--- config.mk ---
export PLATFORM = sky130hd
export DESIGN_NAME = cic_interpolator
export DESIGN_NICKNAME = d
export VERILOG_FILES = /design/src/rtl/cic_pkg.sv /design/src/rtl/cic_integrator_stage.sv /design/src/rtl/cic_interpolator.sv
export SDC_FILE = /design/constraint.sdc
export NUM_CORES = 1
export LEC_CHECK = 0
export ABC_CLOCK_PERIOD_IN_PS = 6000
export CAP_MARGIN = 20
export CELL_PAD_IN_SITES_DETAIL_PLACEMENT = 0
export CELL_PAD_IN_SITES_GLOBAL_PLACEMENT = 1
export CORE_MARGIN = 4
export CORE_UTILIZATION = 40
export DETAILED_ROUTE_END_ITERATION = 8
export PLACE_DENSITY = 0.73
export SKIP_CTS_REPAIR_TIMING = 1
export SYNTH_ARGS = -nofsm -noshare
export SYNTH_HDL_FRONTEND = slang
export SYNTH_SLANG_ARGS = --single-unit
--- constraint.sdc ---
create_clock -name clk -period 6 [get_ports clk]
set_clock_uncertainty 0.2 [all_clocks]
set_input_delay 0.9 -clock clk [delete_from_list [all_inputs] [get_ports clk]]
set_output_delay 0.9 -clock clk [all_outputs]
set_load 0.03 [all_outputs]
--- src/rtl/cic_pkg.sv ---
// Shared helpers for the CIC interpolator: width math and output saturation.
// Everything here is constant-evaluated at elaboration except sat_to_width.
package cic_pkg;

    localparam int SATW = 128;

    function automatic int clog2(input int v);
        int r;
        r = 0;
        for (int i = 0; i < 31; i++) begin
            if ((1 << i) < v) r = i + 1;
        end
        return r;
    endfunction

    function automatic int acc_width(
        input int bw,
        input int stages,
        input int rate
    );
        return bw + stages * clog2(rate);
    endfunction

    function automatic int shift_amt(
        input int stages,
        input int rate
    );
        return (stages - 1) * clog2(rate);
    endfunction

    function automatic logic signed [SATW-1:0] sat_to_width(
        input logic signed [SATW-1:0] v,
        input int                     bw
    );
        logic signed [SATW-1:0] hi;
        logic signed [SATW-1:0] lo;
        logic signed [SATW-1:0] r;
        hi = signed'((SATW'(1) << (bw - 1)) - SATW'(1));
        lo = ~hi;
        r  = v;
        if (v > hi) r = hi;
        if (v < lo) r = lo;
        return r;
    endfunction

endpackage

--- src/rtl/cic_integrator_stage.sv ---
// One high-rate CIC integrator: wrapping accumulator, frozen when ena is low.
// Wraparound is intentional; the cascade result is exact modulo 2^W.
module cic_integrator_stage
    import cic_pkg::*;
#(
    parameter int W = 32
) (
    input  logic                clk,
    input  logic                rst,
    input  logic                ena,
    input  logic signed [W-1:0] x,
    output logic signed [W-1:0] acc
);

    // accumulate the stage input every enabled clock
    always_ff @(posedge clk or negedge rst) begin
        if (!rst) acc <= '0;
        else if (ena) acc <= acc + x;
    end

endmodule

--- src/rtl/cic_interpolator.sv ---
// CIC interpolator: low-rate comb chain, zero-stuffing, high-rate integrators.
// Also produces the sample strobe that paces the upstream FIR stage.
module cic_interpolator
    import cic_pkg::*;
#(
    parameter int BITWIDTH = 32,
    parameter int RATE     = 64,
    parameter int STAGES   = 3
) (
    input  logic                       clk,
    input  logic                       rst,
    input  logic                       ena,
    input  logic signed [BITWIDTH-1:0] in,
    output logic                       in_strobe,
    output logic signed [BITWIDTH-1:0] out,
    output logic                       out_valid
);

    localparam int LOG2R = clog2(RATE);
    localparam int ACCW  = acc_width(BITWIDTH, STAGES, RATE);
    localparam int SHIFT = shift_amt(STAGES, RATE);

    logic        [LOG2R-1:0] phase;
    logic                    strobe_d;
    logic signed [ACCW-1:0]  prev [STAGES];
    logic signed [ACCW-1:0]  cin  [STAGES];
    logic signed [ACCW-1:0]  comb_res;
    logic signed [ACCW-1:0]  stuff_reg;
    logic signed [ACCW-1:0]  stuffed;
    logic signed [ACCW-1:0]  integ [STAGES];
    logic signed [ACCW-1:0]  scaled;
    logic signed [SATW-1:0]  wide;
    logic signed [SATW-1:0]  sat;
    logic                    sat_unused;
    logic        [STAGES:0]  vld_sr;

    // phase counter; RATE is a power of two so it wraps naturally
    always_ff @(posedge clk or negedge rst) begin
        if (!rst) phase <= '0;
        else if (ena) phase <= phase + 1'b1;
    end

    assign in_strobe = rst & ena & (phase == '0);

    // cascaded first differences on the sign-extended input
    always_comb begin : comb_chain
        logic signed [ACCW-1:0] d;
        d = {{(ACCW-BITWIDTH){in[BITWIDTH-1]}}, in};
        for (int k = 0; k < STAGES; k++) begin
            cin[k] = d;
            d      = d - prev[k];
        end
        comb_res = d;
    end

    // comb delay registers and stuffed value advance only on strobes
    always_ff @(posedge clk or negedge rst) begin
        if (!rst) begin
            for (int k = 0; k < STAGES; k++) prev[k] <= '0;
            stuff_reg <= '0;
        end else if (in_strobe) begin
            for (int k = 0; k < STAGES; k++) prev[k] <= cin[k];
            stuff_reg <= comb_res;
        end
    end

    // remembers that the previous enabled cycle captured a sample
    always_ff @(posedge clk or negedge rst) begin
        if (!rst) strobe_d <= 1'b0;
        else if (ena) strobe_d <= in_strobe;
    end

    assign stuffed = strobe_d ? stuff_reg : '0;

    for (genvar g = 0; g < STAGES; g++) begin : g_int
        logic signed [ACCW-1:0] x;
        if (g == 0) begin : g_first
            assign x = stuffed;
        end else begin : g_next
            assign x = integ[g-1];
        end
        cic_integrator_stage #(
            .W (ACCW)
        ) u_int (
            .clk (clk),
            .rst (rst),
            .ena (ena),
            .x   (x),
            .acc (integ[g])
        );
    end

    assign scaled = integ[STAGES-1] >>> SHIFT;
    assign wide   = {{(SATW-ACCW){scaled[ACCW-1]}}, scaled};
    assign sat    = sat_to_width(wide, BITWIDTH);
    assign sat_unused = ^sat[SATW-1:BITWIDTH];

    // gain-normalised, saturated output register
    always_ff @(posedge clk or negedge rst) begin
        if (!rst) out <= '0;
        else if (ena) out <= sat[BITWIDTH-1:0];
    end

    // tracks the first capture through the STAGES+1 cycle latency
    always_ff @(posedge clk or negedge rst) begin
        if (!rst) vld_sr <= '0;
        else if (ena)
            vld_sr <= {vld_sr[STAGES-1:0], vld_sr[0] | in_strobe};
    end

    // sticky valid once the first sample reaches out
    always_ff @(posedge clk or negedge rst) begin
        if (!rst) out_valid <= 1'b0;
        else if (ena && vld_sr[STAGES]) out_valid <= 1'b1;
    end

endmodule

==> flow_summary.ini, run 1 <==
[layout]
drive_gt1_share_pct = 18.8
nets = 3436
syn_to_final_growth_pct = 20.2
num_antenna_cells = 0
n_fill_cell = 6182
final_util_pct = 48.5
largest_reg_flops = 150

[setup_path]
critPathKind = input pin to flop
crit_arrival_ns = 6.57
end_kind = flop
start_kind = input pin
crit_required_ns = 6.24
critPathMaxStageDelay_ns = 0.40
critPathMaxFanout = 8
slowest_stage = a311o_2

[synthesis]
ys_seq_area_share_pct = 33.1
synth-async-reset-ratio_pct = 100
syn_area_mm2 = 0.0259
ys_seq_elements = 343
synth.distinct_cells = 94
yosysTopAreaCellShare_pct = 33.1
yosys_warnings = 0
synth-edff-count = 0
yosys-top-cells-area = dfrtp_1, ha_1, mux2_2, xnor2_1, a21o_1
syn_area_per_cell_um2 = 8.96
syn_inst = 2890
syn_nets = 3179
yosysTopAreaCell = dfrtp_1
synthFlopType = dfrtp_1

[drt]
drtIter0Drc = 818
drc = 0
antenna_left = 0
dr.pass1.iters = 5
via_per_inst = 5.14
totalWireLength_um = 60300
vias = 20700
post_drt_wl_per_cell_um = 15.0

[floorplan]
std_cell_rows = 93
die_w_um = 262
initial_core_util_pct = 40.3
die_area_mm2 = 0.0689
die_h_um = 262
ioPinCount = 69
core_area_mm2 = 0.0642

[worst_hold_path]
hold_path.class = flop to flop

[global_routing]
grt_pass1_wl_um = 102000
grtUsageTotal_pct = 17.0
antenna_found_initial = 0
grt_max_degree = 138
grt-ovfl-total = 0
grt_pass1_vias = 20800

[clock_tree]
numCtsBuffers = 44
cts_num_sinks = 343
htree_levels = 2
cts_tree = done
clk_pin_slew_worst_paths_ns = 0.05
cts_root_buf = clkbuf_16
ctsLongestPathBuffers = 3
clk_latency_ns = 0.57

[sta]
post-route-min-period_ns = 6.33
drv_slew = 0
setup-tns-final_ns = -5.81
worst_pin_slew_ns = 0.949
setup_slack_ns = -0.330
rsz0062_at_grt = true
slew_headroom_pct = 36.7
final_hold_viol_count = 0
fmax_ghz = 0.158
setup_viol = 23
fin_crit_sh_pct = 105

[placement]
numPortBuffers = 68
finalWeightedCongestion = 0.866
hpwl_um = 45900

[run_status]
violations = negative setup slack
status = finished with violations

[flow_run]
timing.max_cap.violations = 0
[critical path, delay by kind of cell]
kind / cells / cell delay (ns)
xor gates and xnor gates: 2 / 0.23
AOI/OAI and AO/OA: 20 / 3.74
and+or+nand+nor: 4 / 0.33
buffers and inverters: 4 / 0.32
adders and majority gates: 4 / 1.04
[cell usage after synthesis, types with 5 or more instances]
| master | number |
|---|---|
| a211o_1 | 5 |
| o211ai_1 | 20 |
| dfrtp_1 | 343 |
| o21bai_1 | 35 |
| inv_1 | 161 |
| o31ai_1 | 14 |
| and2_1 | 59 |
| o2bb2ai_1 | 32 |
| mux2_2 | 138 |
| nand2b_1 | 32 |
| nand3_1 | 44 |
| o21ai_1 | 13 |
| a31oi_1 | 24 |
| a41oi_1 | 8 |
| a221o_1 | 5 |
| a211oi_1 | 17 |
| ha_1 | 248 |
| nor2b_1 | 27 |
| or3_1 | 6 |
| buf_1 | 9 |
| xnor2_1 | 140 |
| clkbuf_1 | 91 |
| a21oi_1 | 231 |
| o21a_1 | 42 |
| and3_1 | 14 |
| nor4_1 | 5 |
| a311oi_1 | 6 |
| mux2i_1 | 6 |
| o31a_1 | 8 |
| o21ai_0 | 216 |
| nor2_1 | 173 |
| a21o_1 | 162 |
| nand4_1 | 39 |
| a21boi_0 | 8 |
| fa_1 | 6 |
| nor3_1 | 31 |
| o41ai_1 | 5 |
| xor2_1 | 84 |
| or2_2 | 6 |
| nand2_1 | 271 |
[placed cells by master (no fill, tap or decap), types with 82 or more instances in the layout]
cell type / n
ha_1: 238
a21oi_1: 215
mux2_2: 138
xnor2_1: 129
nor2_1: 169
xor2_1: 82
dfrtp_1: 343
inv_1: 156
nand2_1: 267
o21ai_0: 201
buf_4: 251
a21o_1: 162
[path summary, 6_finish.rpt]
check,from,end,slack [ns],cells past startpoint
max,in[0],stuff_reg[38],-0.33,34
min reg2reg,stuff_reg[21],stuff_reg[21],0.27,2
max in group asynchronous,rst,phase[5],2.34,5
max reg2reg,prev[100],stuff_reg[38],-0.27,32
min,stuff_reg[21],stuff_reg[21],0.27,2
min in group asynchronous,rst,g_int[0].u_int.acc[16],0.61,2
[through the flow]
step                area [um^2]  instances  setup WS (ns)  hold slack (ns)
global placement          29100       3939          -1.50            0.248
floorplan                 26000       2890         -0.485            0.228
detailed placement        29100       3939          -1.55            0.260
global route              31100       4032         -0.735            0.294
CTS                       30500       4015         -0.983          -0.0325
finish                    31100       4032         -0.330            0.271
[routing by layer]
layer / wire length, um / vias up / track usage (%)
met5: 0 / - / 0
met4: 1160 / 0 / 3.95
met3: 1750 / 73 / 2.29
met2: 27300 / 239 / 28.3
met1: 30100 / 9506 / 23.8
li1: - / 10900 / -
[logic make-up after synthesis]
kind of cell	share of synthesized area, %
buf+inv	4.30
compound gates	22.9
xor+xnor	7.57
mux	6.23
fa+ha+maj	12.4
simple gates	13.4
flops	33.1
[final cells by class]
class / instances / area, um^2 / area share (%)
clock buffer: 60 / 1260 / 4.05
sequential: 343 / 8580 / 27.6
inverter: 162 / 626 / 2.01
multi-input combinational: 2270 / 16800 / 53.9
clock inverter: 16 / 135 / 0.434
tap: 855 / 1070 / 3.44
timing repair buffer: 326 / 2690 / 8.64
Power of run 1 is left out: the tool's default activity adds up to more than one toggle a clock period on the data nets, which glitch-free logic cannot reach.
==> run 2: changes to the inputs <==
--- a/config.mk
+++ b/config.mk
@@ -10,9 +10,9 @@
 export CELL_PAD_IN_SITES_DETAIL_PLACEMENT = 0
 export CELL_PAD_IN_SITES_GLOBAL_PLACEMENT = 1
 export CORE_MARGIN = 4
-export CORE_UTILIZATION = 40
+export CORE_UTILIZATION = 45
 export DETAILED_ROUTE_END_ITERATION = 8
-export PLACE_DENSITY = 0.73
+export PLACE_DENSITY = 0.8
 export SKIP_CTS_REPAIR_TIMING = 1
 export SYNTH_ARGS = -nofsm -noshare
 export SYNTH_HDL_FRONTEND = slang
==> flow_summary.ini, run 2 (synthesized netlist as in run 1, its figures left out) <==
[setup_path]
cp_num_buf_inv = 4
path_common_cell = a21oi_2
end_kind = flop
crit_arrival_ns = 6.63
start_kind = input pin
crit_required_ns = 6.26
reg2regPathDepth = 31
r2r_start = prev[100]
critPathTopFamily = compound AO/OA/AOI/OAI gates
reg2reg_slack_ns = -0.32
critPathMaxFanout = 8
critPathKind = input pin to flop
critPathMaxStageDelay_ns = 0.47
worstReg2RegEnd = stuff_reg[42]
slowest_stage = a311o_2

[global_routing]
grt_pass1_wl_um = 100000
grt_max_degree = 160
grt_pass1_vias = 21000
antenna_found_initial = 0
grt-ovfl-total = 0
grtUsageTotal_pct = 19.1

[layout]
num_antenna_cells = 0
seq_area_mm2 = 0.00858
nets = 3423
multiInputGateArea_mm2 = 0.0166
drive_gt1_share_pct = 18.2
n_fill_cell = 5111
stdcell_count = 3923
syn_to_final_growth_pct = 18.9
final_cell_mix = dfrtp_1, nand2_1, buf_4
final_util_pct = 54.3
fin_area_mm2 = 0.0308
largest_reg_flops = 150
final_common_cell = dfrtp_1

[drt]
vias = 21000
dr.pass1.iters = 6
antenna_left = 0
drc = 0
post_drt_wl_per_cell_um = 14.8
drtIter0Drc = 834
totalWireLength_um = 58000
via_per_inst = 5.36

[clock_tree]
clk_pin_slew_worst_paths_ns = 0.06
cts_tree = done
clk_latency_ns = 0.58
htree_levels = 2
numCtsBuffers = 43
ctsLongestPathBuffers = 3
cts_num_sinks = 343
cts_root_buf = clkbuf_16

[placement]
finalWeightedCongestion = 0.910
numPortBuffers = 68
dpl.cell_count = 3834
hpwl_um = 44200
dpl_cell_area_mm2 = 0.0289

[run_status]
violations = negative setup slack
status = finished with violations

[floorplan]
initial_core_util_pct = 45.7
die_h_um = 248
die_area_mm2 = 0.0615
ioPinCount = 69
die_w_um = 248
core_area_mm2 = 0.0567
std_cell_rows = 87

[sta]
setup-tns-final_ns = -6.95
setup_viol = 25
post-route-min-period_ns = 6.38
setup_slack_ns = -0.376
slew_headroom_pct = 36.1
drv_slew = 0
final_hold_viol_count = 0
rsz0062_at_grt = true
worst_pin_slew_ns = 0.956
fin_crit_sh_pct = 106
fmax_ghz = 0.157

[flow_run]
timing.max_cap.violations = 0

[worst_hold_path]
hold_path.class = input pin to asynchronous set/reset pin
run 2: worst max-delay path by stage:
| stage | start | end | slack (ns) | depth (start not counted) |
|---|---|---|---|---|
| 3_5_place_dp | in[0] | stuff_reg[39] | -1.63 | 34 |
| 3_3_place_gp | in[0] | stuff_reg[47] | -1.49 | 34 |
| 4_1_cts | in[0] | stuff_reg[39] | -1.06 | 34 |
| 5_1_grt | prev[100] | stuff_reg[45] | -0.77 | 31 |
| 6_report | in[0] | stuff_reg[42] | -0.38 | 33 |
| 2_1_floorplan | in[0] | stuff_reg[34] | -0.48 | 32 |
run 2: final cells by class:
class	instances	area share [%]
clock buffer	57	4.06
clock inverter	21	0.601
inverter	162	2.03
multi-input combinational	2270	54.0
sequential	343	27.9
tap	756	3.07
timing repair buffer	314	8.36
run 2: worst reg2reg max path: cells and delay by family (launching register included):
family | cells | cell delay [ns]
compound gates | 19 | 3.62
xor+xnor | 2 | 0.21
fa+ha+maj | 4 | 1.11
buf+inv | 2 | 0.21
flops | 1 | 0.39
simple gates | 4 | 0.46
run 2: stage by stage:
step	setup slack (ns)	hold WS (ns)
3_5_place_dp	-1.63	0.262
3_3_place_gp	-1.49	0.246
5_1_grt	-0.767	0.0722
4_1_cts	-1.06	0.0384
2_1_floorplan	-0.485	0.228
6_report	-0.376	0.0502
run 2: routing by layer:
metal	routed length, um	part of all wire [%]	track usage, %	up-vias
met5	0	0	0	-
met4	1200	2.1	4.60	0
met3	1790	3.1	2.77	87
met2	26700	46	32.4	288
met1	28300	49	25.9	9783
li1	-	-	-	10900
Power of run 2 is left out for the same reason.
